`src/rtl/seq_mult_param.sv`:
```
// seq_mult_param: sequential shift-add multiplier, one partial-product step per clock.
//
// The operands are converted to unsigned magnitudes when the operation is accepted.
// WIDTH add/shift iterations run on {acc, q}. A final step applies the sign and
// registers the full 2*WIDTH-bit product.
//
// Ports:
//   clk          rising-edge clock
//   rst_n        asynchronous active-low reset
//   start        operation request, sampled only while busy=0
//   signed_mode  1 = two's complement operands, 0 = unsigned (sampled with start)
//   multiplicand operand A (sampled with start)
//   multiplier   operand B (sampled with start)
//   busy         high from the accepting edge until the edge that raises done
//   done         single-cycle pulse, product valid
//   product      2*WIDTH-bit result, held until the next done
module seq_mult_param #(
  parameter int unsigned WIDTH = 32
) (
  input  logic               clk,
  input  logic               rst_n,
  input  logic               start,
  input  logic               signed_mode,
  input  logic [WIDTH-1:0]   multiplicand,
  input  logic [WIDTH-1:0]   multiplier,
  output logic               busy,
  output logic               done,
  output logic [2*WIDTH-1:0] product
);

  localparam int unsigned CNT_W = $clog2(WIDTH) + 1;

  localparam logic [1:0] StIdle = 2'd0;
  localparam logic [1:0] StRun  = 2'd1;
  localparam logic [1:0] StFix  = 2'd2;

  localparam logic [CNT_W-1:0] LastCnt = CNT_W'(WIDTH - 1);

  logic [1:0]         state_q, state_d;
  logic [CNT_W-1:0]   cnt_q, cnt_d;
  logic [WIDTH:0]     acc_q, acc_d;      // acc_q[WIDTH] holds the adder carry
  logic [WIDTH-1:0]   q_q, q_d;
  logic [WIDTH-1:0]   mag_a_q, mag_a_d;
  logic               neg_q, neg_d;
  logic               busy_q, busy_d;
  logic               done_q, done_d;
  logic [2*WIDTH-1:0] product_q, product_d;

  logic               a_neg, b_neg;
  logic [WIDTH-1:0]   a_mag, b_mag;
  logic [WIDTH:0]     sum;
  logic [2*WIDTH-1:0] full;

  // Magnitudes of the incoming operands. -(-2^(WIDTH-1)) wraps to 2^(WIDTH-1),
  // which is the correct unsigned magnitude.
  always_comb begin
    a_neg = signed_mode & multiplicand[WIDTH-1];
    b_neg = signed_mode & multiplier[WIDTH-1];
    a_mag = a_neg ? -multiplicand : multiplicand;
    b_mag = b_neg ? -multiplier : multiplier;
  end

  // One partial-product step. The add is done before the shift so the carry in
  // bit WIDTH shifts down into the accumulator.
  always_comb begin
    sum  = q_q[0] ? ({1'b0, acc_q[WIDTH-1:0]} + {1'b0, mag_a_q}) : acc_q;
    full = {acc_q[WIDTH-1:0], q_q};
  end

  always_comb begin
    state_d   = state_q;
    cnt_d     = cnt_q;
    acc_d     = acc_q;
    q_d       = q_q;
    mag_a_d   = mag_a_q;
    neg_d     = neg_q;
    busy_d    = busy_q;
    done_d    = 1'b0;
    product_d = product_q;

    unique case (state_q)
      StIdle: begin
        if (start) begin
          mag_a_d = a_mag;
          q_d     = b_mag;
          neg_d   = a_neg ^ b_neg;
          acc_d   = '0;
          cnt_d   = '0;
          busy_d  = 1'b1;
          state_d = StRun;
        end
      end
      StRun: begin
        acc_d = {1'b0, sum[WIDTH:1]};
        q_d   = {sum[0], q_q[WIDTH-1:1]};
        cnt_d = cnt_q + 1'b1;
        if (cnt_q == LastCnt) begin
          state_d = StFix;
        end
      end
      StFix: begin
        product_d = neg_q ? -full : full;
        done_d    = 1'b1;
        busy_d    = 1'b0;
        state_d   = StIdle;
      end
      default: begin
        state_d = StIdle;
        busy_d  = 1'b0;
      end
    endcase
  end

  always_ff @(posedge clk or negedge rst_n) begin
    if (!rst_n) begin
      state_q   <= StIdle;
      cnt_q     <= '0;
      acc_q     <= '0;
      q_q       <= '0;
      mag_a_q   <= '0;
      neg_q     <= 1'b0;
      busy_q    <= 1'b0;
      done_q    <= 1'b0;
      product_q <= '0;
    end else begin
      state_q   <= state_d;
      cnt_q     <= cnt_d;
      acc_q     <= acc_d;
      q_q       <= q_d;
      mag_a_q   <= mag_a_d;
      neg_q     <= neg_d;
      busy_q    <= busy_d;
      done_q    <= done_d;
      product_q <= product_d;
    end
  end

  assign busy    = busy_q;
  assign done    = done_q;
  assign product = product_q;

endmodule

```
`config.mk`:
```
export PLATFORM = sky130hd
export DESIGN_NAME = seq_mult_param
export DESIGN_NICKNAME = d
export VERILOG_FILES = /design/src/rtl/seq_mult_param.sv
export SDC_FILE = /design/constraint.sdc
export NUM_CORES = 1
export LEC_CHECK = 0
export CAP_MARGIN = 20
export CORE_MARGIN = 5
export CORE_UTILIZATION = 50
export DETAILED_ROUTE_END_ITERATION = 8
export PLACE_DENSITY = 0.73
export SLEW_MARGIN = 25
export SYNTH_ARGS = -nofsm -noshare
export SYNTH_HDL_FRONTEND = slang
export SYNTH_SLANG_ARGS = --single-unit
```
`constraint.sdc`:
```
create_clock -name clk -period 4.9 [get_ports clk]
set_input_delay 1.47 -clock clk [delete_from_list [all_inputs] [get_ports clk]]
set_output_delay 1.47 -clock clk [all_outputs]
set_load 0.01 [all_outputs]
```
==> flow_summary.json <==
{
  "min_period_ps": 4120,
  "dp_hpwl_um": 21200,
  "tritoncts": "built",
  "ys_async_sr_fraction_pct": 100,
  "max_freq_mhz": 243,
  "cts_htree_levels": 4,
  "place_ws_ps": 381,
  "rsz0062_at_grt": "no",
  "yosys.area.top_type": "dfrtp_1",
  "max_slew.worst_pin.slew_ps": 792,
  "drc": 0,
  "endpoint_kind": "register",
  "ys.flop_type": "dfrtp_1",
  "tns_ps": 0,
  "critPathLaunchType": "input port",
  "fin_area_um2": 13000,
  "postPlaceCellArea_um2": 12300,
  "period_share_pct": 84.0,
  "nNetsFinal": 1443,
  "viasPerCell": 5.77,
  "post_cts_buffers": 0,
  "finalPower_w": 0.00640,
  "drt_iter0_drc": 629,
  "netlist.area_leader.share_pct": 39.8,
  "ys_seq_elements": 171,
  "vias": 9382,
  "synth_edf_count": 0,
  "status": "complete, no violations",
  "cts_hold_buf": 0,
  "leakagePower_nw": 5.27,
  "layout_setup_ws_ps": 783,
  "clk_pin_slew_ps": 70,
  "grt_pass1_vias": 8754,
  "ant_nets": 0,
  "maxSlewHeadroom_pct": 46.7,
  "syn_avg_cell_area_um2": 8.69,
  "core_um2": 21100,
  "yosys_warnings": 0,
  "clock_latency_ps": 430,
  "synthTopCellsByArea": "dfrtp_1 40%, o21ai_0 9.4%, xor2_1 8.5%, nand2_1 6.2%, ha_1 4.2%",
  "cp.arrival_ps": 4410,
  "antenna_found_initial": 0,
  "netlist_instances": 1238,
  "gp_congestion": 0.906,
  "nFillCells": 1861,
  "die_y_um": 157,
  "power-per-cell-area_nw_per_um2": 493,
  "ir_drop_mv": 0.281,
  "cts_resized": 0,
  "hold_viol_final": 0,
  "grt_max_degree": 130,
  "criticalPathCategory": "input port to register",
  "path_max_fanout": 5,
  "cts_made_buffers": 17,
  "cp_data_required_time_ps": 5200,
  "synthDistinctLibCells": 60,
  "drt-total-wl_um": 28100,
  "maxCapViolCount": 0,
  "synth_fp_nets": 1343,
  "globalRoute.totalOverflow": 0,
  "utilization_pct": 61.6,
  "io_buffers": 133,
  "grt_usage_pct": 23.2,
  "drt-wirelength-per-cell_um": 17.3,
  "antenna_cells": 0,
  "core.rowCount": 53,
  "synth.most_common_cell": "o21ai_0",
  "clock_path_buffers": 2,
  "root_buffer": "clkbuf_16",
  "final.setup_skew_ps": 11.2,
  "holdCritPathClass": "register to register",
  "die_x_um": 157,
  "syn_to_final_growth_pct": 20.8,
  "io_pins": 134,
  "firstDrtPassIters": 5,
  "cts.sinks": 171,
  "syn-cell-area_um2": 10800,
  "finalMaxSlewViolations": 0,
  "fp.dieArea_um2": 24500,
  "drive_gt1_share_pct": 4.74,
  "initial_core_util_pct": 51.0,
  "ys_top_cells_by_count": "202 x o21ai_0, 179 x nand2_1, 171 x dfrtp_1",
  "grt_pass1_wl_um": 46100,
  "setup_viol": 0,
  "ys_seq_area_share_pct": 39.8
}
==> worst paths after layout <==
check                         startpoint           to  slack (ps)  depth (start not counted)
setup / recovery           multiplier[4]      q_q[28]         780                          9
hold / removal               product[19]  product[19]         480                          2
setup reg to reg                acc_q[0]    acc_q[31]        1440                         11
hold reg to reg              product[19]  product[19]         480                          2
max in group asynchronous          rst_n  product[45]        3060                          2
min in group asynchronous          rst_n      q_q[25]         990                          1
==> layer usage <==
layer  wire length, um  global-route usage (%)  up-vias
met1             14300                    36.5     4388
met5                 0                       0        -
met2             11800                    33.3      265
met4               265                    4.83        0
met3              1700                    4.37       22
li1                  -                       -     4707
==> final cells by class <==
type,instances,area [um2],area share (%)
Clock buffer,17,425,3.28
Inverter,21,78.8,0.607
Timing Repair Buffer,144,1440,11.1
Clock inverter,15,226,1.74
Multi-Input combinational cell,983,6190,47.7
Sequential cell,171,4280,33.0
Tap cell,275,344,2.65
==> critical path, cell delays in order <==
cell and delay, ps:
clkdlybuf4s50_1 470, or4_1 580, nor3_1 260, nand2_1 180, or4_1 560, nor4_1 470
a21oi_1 170, xnor2_1 170, a21oi_1 80
==> cells in the final DEF (no fill, tap or decap), types with 8 or more instances in the layout <==
cell	instances
xnor2_1	42
a21o_1	10
buf_4	9
a22oi_1	41
mux2i_1	9
or4_1	15
o22ai_1	21
or3_1	9
nand2b_1	11
dfrtp_1	171
xor2_1	104
nand2_1	178
a21oi_1	59
nand4_1	9
nor3_1	15
o31ai_1	32
nand3_1	10
ha_1	36
nor2_1	58
o41ai_1	15
clkdlybuf4s50_1	132
nor4_1	13
inv_1	20
and2_1	8
clkbuf_16	17
o21ai_0	202
==> flip-flops by register name, summed over array words and instances, names as in the netlist <==
name	flops
acc_q	32
product	64
mag_a_q	32
state_q	2
done	1
busy	1
q_q	32
cnt_q	6
neg_q	1
==> logic make-up (layout without fill, tap and decap cells) <==
logic type | Yosys count | after routing | synth area share (%)
AO/OA/AOI/OAI | 429 | 429 | 24.0
XOR/XNOR | 146 | 146 | 11.9
adder cells (fa/ha/maj) | 37 | 37 | 4.37
buffers and inverters | 84 | 197 | 2.93
flip-flops | 171 | 171 | 39.8
multiplexers | 9 | 9 | 0.838
AND/OR/NAND/NOR | 362 | 362 | 16.2
==> power by group <==
part | total [W] | internal (W) | switching [W]
clock | 0.00150 | 0.000878 | 0.000620
sequential | 0.00236 | 0.00175 | 0.000612
combinational | 0.00254 | 0.00112 | 0.00141
==> metrics by stage <==
stage,std cells,hold slack (ps)
global route,1626,506
finish,1626,477
CTS,1626,486
detailed placement,1594,470
global placement,1594,461
floorplan,1238,448
(Power assumes the default switching activity.)
